### config.mk
export PLATFORM = sky130hd
export DESIGN_NAME = mmio_bridge
export DESIGN_NICKNAME = d
export VERILOG_FILES = /design/src/rtl/mmio_pkg.sv /design/src/rtl/btn_debounce.sv /design/src/rtl/mmio_bridge.sv
export SDC_FILE = /design/constraint.sdc
export NUM_CORES = 1
export LEC_CHECK = 0
export ABC_AREA = 0
export BUFFER_PORTS_ARGS = -buffer_cell sky130_fd_sc_hd__buf_2
export CORE_MARGIN = 5
export CORE_UTILIZATION = 59
export DETAILED_ROUTE_END_ITERATION = 8
export GPL_ROUTABILITY_DRIVEN = 0
export PLACE_DENSITY = 0.86
export SLEW_MARGIN = 0
export SYNTH_ARGS = -nofsm -noshare
export SYNTH_HDL_FRONTEND = slang
export SYNTH_SLANG_ARGS = --single-unit
export TNS_END_PERCENT = 30
### constraint.sdc
create_clock -name clk -period 3.94 [get_ports clk]
set_input_delay 0.591 -clock clk [delete_from_list [all_inputs] [get_ports clk]]
set_output_delay 0.591 -clock clk [all_outputs]
set_load 0.1 [all_outputs]
### src/rtl/mmio_pkg.sv
// +--------------------------------------------------------------------------+
// | mmio_pkg : shared decode constants and register-offset enum for the      |
// |            MMIO bridge.                        Revision: 1.0              |
// +--------------------------------------------------------------------------+
`default_nettype none

package mmio_pkg;

  localparam logic [3:0] IO_REGION_NIBBLE = 4'hF;

  typedef enum logic [1:0] {
    OFF_LED   = 2'd0,
    OFF_BTN   = 2'd1,
    OFF_EDGE  = 2'd2,
    OFF_CYCLE = 2'd3
  } io_off_e;

  function automatic logic is_io(input logic [31:0] addr);
    return addr[31:28] == IO_REGION_NIBBLE;
  endfunction

endpackage

`default_nettype wire

### src/rtl/btn_debounce.sv
// +--------------------------------------------------------------------------+
// | btn_debounce : single-bit 2-flop synchronizer plus hold-time debouncer.   |
// |                                                Revision: 1.0              |
// +--------------------------------------------------------------------------+
`default_nettype none

module btn_debounce #(
  parameter int DEBOUNCE_CYCLES = 150000
) (
  input  logic clk,
  input  logic rst,
  input  logic raw_i,
  output logic db_o
);

  localparam int CW = $clog2(DEBOUNCE_CYCLES) + 1;
  localparam logic [CW-1:0] CNT_LAST = CW'(DEBOUNCE_CYCLES - 1);

  logic [1:0]    sync_q;
  logic          db_q, db_d;
  logic [CW-1:0] cnt_q, cnt_d;

  // Any cycle where the synchronized level agrees with the output restarts the hold window.
  always_comb begin
    db_d  = db_q;
    cnt_d = '0;
    if (sync_q[1] != db_q) begin
      if (cnt_q == CNT_LAST) begin
        db_d = sync_q[1];
      end else begin
        cnt_d = cnt_q + CW'(1);
      end
    end
  end

  always_ff @(posedge clk) begin
    if (rst) begin
      sync_q <= '0;
      db_q   <= 1'b0;
      cnt_q  <= '0;
    end else begin
      sync_q <= {sync_q[0], raw_i};
      db_q   <= db_d;
      cnt_q  <= cnt_d;
    end
  end

  assign db_o = db_q;

endmodule

`default_nettype wire

### src/rtl/mmio_bridge.sv
// +--------------------------------------------------------------------------+
// | mmio_bridge : decodes addr[31:28]==F as LED/BTN/EDGE/CYCLE registers,    |
// |               passes every other access straight to data memory.         |
// |                                                Revision: 1.0              |
// +--------------------------------------------------------------------------+
`default_nettype none

module mmio_bridge
  import mmio_pkg::*;
#(
  parameter int DEBOUNCE_CYCLES = 150000,
  parameter int NUM_BTN         = 7
) (
  input  logic               clk,
  input  logic               rst,
  input  logic [31:0]        dp_addr,
  input  logic [31:0]        dp_store_data,
  input  logic [3:0]         dp_store_we,
  output logic [31:0]        dp_load_data,
  output logic [31:0]        mem_addr,
  output logic [31:0]        mem_store_data,
  output logic [3:0]         mem_store_we,
  input  logic [31:0]        mem_load_data,
  input  logic [NUM_BTN-1:0] btn_i,
  input  logic               halt_i,
  output logic [7:0]         led_o
);

  logic               io_hit;
  io_off_e            off;
  logic [31:0]        io_rdata;
  logic [NUM_BTN-1:0] btn_db;
  logic [NUM_BTN-1:0] edge_clr;

  logic [7:0]         led_q, led_d;
  logic [NUM_BTN-1:0] edge_q, edge_d;
  logic [NUM_BTN-1:0] db_prev_q;
  logic [31:0]        cycle_q, cycle_d;

  assign io_hit = is_io(dp_addr);
  assign off    = io_off_e'(dp_addr[3:2]);

  assign mem_addr       = dp_addr;
  assign mem_store_data = dp_store_data;
  assign mem_store_we   = io_hit ? 4'b0000 : dp_store_we;

  for (genvar i = 0; i < NUM_BTN; i++) begin : g_btn
    btn_debounce #(
      .DEBOUNCE_CYCLES(DEBOUNCE_CYCLES)
    ) u_db (
      .clk  (clk),
      .rst  (rst),
      .raw_i(btn_i[i]),
      .db_o (btn_db[i])
    );
  end

  always_comb begin
    io_rdata = '0;
    unique case (off)
      OFF_LED:   io_rdata = 32'(led_q);
      OFF_BTN:   io_rdata = 32'(btn_db);
      OFF_EDGE:  io_rdata = 32'(edge_q);
      OFF_CYCLE: io_rdata = cycle_q;
      default:   io_rdata = '0;
    endcase
  end

  assign dp_load_data = io_hit ? io_rdata : mem_load_data;

  // A rise in the same cycle as a W1C clear must survive, so the set term is ORed last.
  always_comb begin
    led_d    = led_q;
    edge_clr = '0;
    if (io_hit && (off == OFF_LED) && dp_store_we[0]) begin
      led_d = dp_store_data[7:0];
    end
    if (io_hit && (off == OFF_EDGE) && dp_store_we[0]) begin
      edge_clr = dp_store_data[NUM_BTN-1:0];
    end
    edge_d  = (edge_q & ~edge_clr) | (btn_db & ~db_prev_q);
    cycle_d = cycle_q + 32'd1;
  end

  always_ff @(posedge clk) begin
    if (rst) begin
      led_q     <= '0;
      edge_q    <= '0;
      db_prev_q <= '0;
      cycle_q   <= '0;
    end else begin
      led_q     <= led_d;
      edge_q    <= edge_d;
      db_prev_q <= btn_db;
      cycle_q   <= cycle_d;
    end
  end

  assign led_o = {led_q[7:1], halt_i | led_q[0]};

endmodule

`default_nettype wire

# Word level (Yosys, flattened, before mapping)

Index checks and enable logic that the tools add are counted.

Register bits: 208
Latch bits: 0
Bits in writable memories: 0
Memory bits (read-only): 0
Bits of input ports: 110
Logic and storage cells: 87
Memories: 0

Add/sub/neg operators: 8
Multiply operators: 0
Divide/modulo/power cells: 0
Order comparisons: 0
Equality and inequality tests: 18
Shifts and indexed selects: 0
Multiplexer cells: 4
Bitwise gates (word level): 13
Reduce and logical (&&, ||, !) cells: 19

Operator list:

| operator              | number |
|---|---|
| $add 19x1->19 const B | 7 |
| $eq 19x18->1 const B  | 7 |
| $pmux 32 s4           | 1 |
| $add 32x1->32 const B | 1 |
| $mux 32               | 1 |
| $reduce_or 3->1       | 7 |
| $and 7x7->7           | 2 |
| $not 7->7             | 2 |
| $reduce_and 2->1      | 7 |
| $mux 7                | 1 |
| $ne 1x1->1            | 7 |
| $not 1->1             | 7 |
| $or 7x7->7            | 1 |
| $eq 2x2->1 const B    | 2 |
| $eq 4x4->1 const B    | 1 |
| $logic_and 1x1->1     | 4 |
| $mux 4                | 1 |
| $eq 2x1->1 const B    | 1 |
| $logic_not 2->1       | 1 |
| $or 1x1->1            | 1 |

# Depth between registers and ports, before layout

Depth in word-level cells: 7
Depth in mapped cells: 6
Gate-level depth less buffers: 5

# By module

Synthesis repeated with hierarchy kept, for this count alone.

Cell total of the unflattened synthesis: 1178
Area total of the unflattened synthesis: 10268.6 um^2

By module, submodules not included:

| module       | times used | cells each | area each (um^2) |
|---|---|---|---|
| btn_debounce | 7          | 107        | 978.4 |
| mmio_bridge  | 1          | 429        | 3419.5 |

# Least setup slack after synthesis

Ideal clock, no wire load.

Path type: in2out
Start: in dp_addr[2]
End: out dp_load_data[11]
Arrival time: 3.756 ns
Slack: -0.407 ns
Cell stages on the path: 6
Buffers on the path: 3
Cells stage by stage: clkbuf_1 > and2_1 > clkbuf_1 > clkbuf_1 > nand2_1 > o21ai_0

Word-level cells in the longest chain between the ends: 3

Ends and longest elaborated chain:

| item                               | RTL line          | source |
|---|---|---|
| start: declaration                 | mmio_bridge.sv:16 | `input logic [31:0] dp_addr,` |
| $eq 2x2->1 (tied with other cells) | mmio_bridge.sv:60 | `unique case (off)` |
| $pmux 32 s4 *                      | mmio_bridge.sv:60 |  |
| $mux 32 *                          | mmio_bridge.sv:69 | `assign dp_load_data = io_hit ? io_rdata : mem_load_data;` |
| end: declaration                   | mmio_bridge.sv:19 | `output logic [31:0] dp_load_data,` |

Every way passes the cells marked *; elsewhere a longest branch is shown, timed or not.

# Worst setup path after layout

Start: in dp_addr[3]
End: out dp_load_data[7]

Same word-level chain as after synthesis.

==> results.sh <==
export IMPL_status="complete, no violations"
export IMPL_dieArea_um2=19900
export IMPL_ys_ff_latch=208
export IMPL_grt_pass1_wl_mm=36.0
export IMPL_cts_root_buffer="clkbuf_16"
export IMPL_pwr_share_clk=0.468
export IMPL_clkSinkCount=208
export IMPL_hp_class="in2reg"
export IMPL_ys_types=49
export IMPL_die_h_um=141
export IMPL_drive_above_1_share=0.158
export IMPL_finalCriticalPeriod_ns=3.10
export IMPL_crit_required_ns=3.35
export IMPL_cts_reportedPaths_clkPinSlew_ns=0.06
export IMPL_critical_path_startpoint_type="input pin"
export IMPL_rows=47
export IMPL_cp_max_fo=25
export IMPL_drc=0
export IMPL_async_flop_share=0
export IMPL_yosys_area_top_type="dfxtp_1"
export IMPL_switching_share=0.245
export IMPL_yosysSeqAreaShare=0.412
export IMPL_cts_setup_buffers=0
export IMPL_finalSetupViolations=0
export IMPL_n_antenna_cell=0
export IMPL_areaGrowthSynthToFinish_pct=9.44
export IMPL_io_buffers=117
export IMPL_leakage_nw=3.73
export IMPL_boundaryPins=218
export IMPL_yosysWarnings=0
export IMPL_cts_hold_buf=0
export IMPL_start_util=0.606
export IMPL_clock_path_buffers=3
export IMPL_crit_arrival_ns=2.51
export IMPL_power_internal_mw=3.57
export IMPL_critical_path_class="in2out"
export IMPL_grt_pass1_vias=7735
export IMPL_fin_nets=1333
export IMPL_syn_cell_area_um2=10100
export IMPL_period_share=0.787
export IMPL_layout_setup_ws_ns=0.839
export IMPL_cts_repair_resized=0
export IMPL_dp_cells=1411
export IMPL_yosysTopAreaCellShare=0.412
export IMPL_worst_slew_pin_slew_ns=1.32
export IMPL_vias=8356
export IMPL_die_x_um=141
export IMPL_viasPerCell=5.76
export IMPL_cts_tree="built"
export IMPL_antenna_found_initial=0
export IMPL_p_per_area_nw_per_um2=427
export IMPL_wl_mm=22.0
export IMPL_postSynthCellCount=1189
export IMPL_hold_viol=0
export IMPL_grt_overflow_total=0
export IMPL_p_switching_mw=1.16
export IMPL_ir_drop_v=0.000301
export IMPL_cp_end_kind="output pin"
export IMPL_dp_hpwl_mm=14.8
export IMPL_skew_ns=0.0163
export IMPL_syn_avg_cell_area_um2=8.51
export IMPL_clk_latency_ns=0.50
export IMPL_dr_pass1_iters=4
export IMPL_combinationalPowerShare=0.082
export IMPL_slew_violations=0
export IMPL_r2r_cells=5
export IMPL_p_seq_frac=0.449
export IMPL_max_cap_violations=0
export IMPL_yosys_top_cells_area="dfxtp_1 41%, xnor2_1 6.8%, nor2_1 5.7%, buf_4 5.3%, nand4_1 3.6%"
export IMPL_numCtsBuffers=22
export IMPL_slew_headroom=0.112
export IMPL_power_mw=4.73
export IMPL_fin_cells=1451
export IMPL_htree_levels=1
export IMPL_synth_edf_count=0
export IMPL_synth_flop_cell="dfxtp_1"
export IMPL_grtUsageTotal=0.212
export IMPL_post_place_ws_ns=0.828
export IMPL_synth_fp_nets=1307
export IMPL_post_drt_wl_per_cell_um=15.1
export IMPL_grt_max_degree=64
export IMPL_hold_depth=2
export IMPL_ant_nets=0
export IMPL_drt_initial_drc_count=540
export IMPL_max_freq_mhz=323
export IMPL_rsz0062_at_grt="false"
export IMPL_tns_ns=0
export IMPL_core_area_um2=16700
-- cell type report --
class / count / area [um2]
Clock buffer: 27 / 621
Timing Repair Buffer: 121 / 616
Clock inverter: 13 / 176
Sequential cell: 208 / 4160
Multi-Input combinational cell: 833 / 5110
Inverter: 29 / 109
Tap cell: 220 / 275
Fill cell: 1341 / 5630
-- placed cells by master, fill, tap and decap left out, types with 15 or more instances in the layout --
master,n
dfxtp_1,208
nor2_1,154
buf_2,117
nand2_1,93
xnor2_1,79
nand4_1,58
o21ai_0,54
a21oi_1,47
nand3_1,44
xor2_1,37
nor4_1,32
or3_1,29
inv_1,29
nor2b_1,28
nor3_1,26
clkbuf_16,23
and4_1,15
-- power by group through the flow --
stage          combinational (mW)  sequential, mW  clock (mW)
6_report                    0.390            2.13        2.21
3_5_place_dp                0.390            2.17           0
2_1_floorplan               0.556            2.17           0
5_1_grt                     0.407            2.12        2.35
4_1_cts                     0.391            2.12        2.26
3_3_place_gp                0.386            2.17           0
-- critical path, cell delays in order --
cell and delay, ns:
buf_2 0.35, and2_1 0.75, a22oi_1 0.19, o21ai_0 0.16
buf_2 0.44
-- Yosys cell counts, types with 29 or more instances --
library cell  count
dfxtp_1         208
nor2_1          154
nand2_1          93
xnor2_1          79
buf_4            71
o21ai_0          61
nand4_1          58
a21oi_1          47
nand3_1          44
clkbuf_1         41
xor2_1           37
nor4_1           32
inv_1            29
or3_1            29
-- logic make-up (layout without fill, tap and decap cells) --
group           Yosys count  in the layout  synth area share
xor+xnor                116            116             0.100
mux                      31             31            0.0409
compound gates          125            125            0.0664
buf+inv                 148            190            0.0832
fa+ha+maj                 8              8           0.00989
simple gates            553            553             0.288
flops                   208            208             0.412
-- registers in the layout, indices dropped and copies added, names as in the netlist --
name / count
g_btn.u_db.db_o: 7
g_btn.u_db.cnt_q: 133
g_btn.u_db.sync_q: 14
cycle_q: 32
led_q: 8
db_prev_q: 7
edge_q: 7
-- metrics by stage --
step	util	instance area (um2)	hold WS, ns
after floorplan	-	10100	0.414
after global placement	0.615	10300	0.417
after detailed placement	0.615	10300	0.422
after CTS	0.663	11100	0.296
after global routing	0.663	11100	0.309
final	0.663	11100	0.306
-- worst paths after layout --
check                           slack (ns)                    start                 endpoint
worst max-delay path                  0.84               dp_addr[3]          dp_load_data[7]
worst min-delay path                  0.31                 btn_i[1]  g_btn[1].u_db.sync_q[0]
worst max register to register        1.37   g_btn[4].u_db.cnt_q[0]  g_btn[4].u_db.cnt_q[10]
worst min register to register        0.44  g_btn[1].u_db.sync_q[0]  g_btn[1].u_db.sync_q[1]
-- metal layers --
layer	vias up	track usage	routed length (um)
met1	3868	0.267	9340
met2	274	0.361	10300
met5	-	0	0
met4	0	0.0867	875
li1	4143	-	-
met3	71	0.0359	1480
No activity file was read; power rests on OpenSTA's default activity.
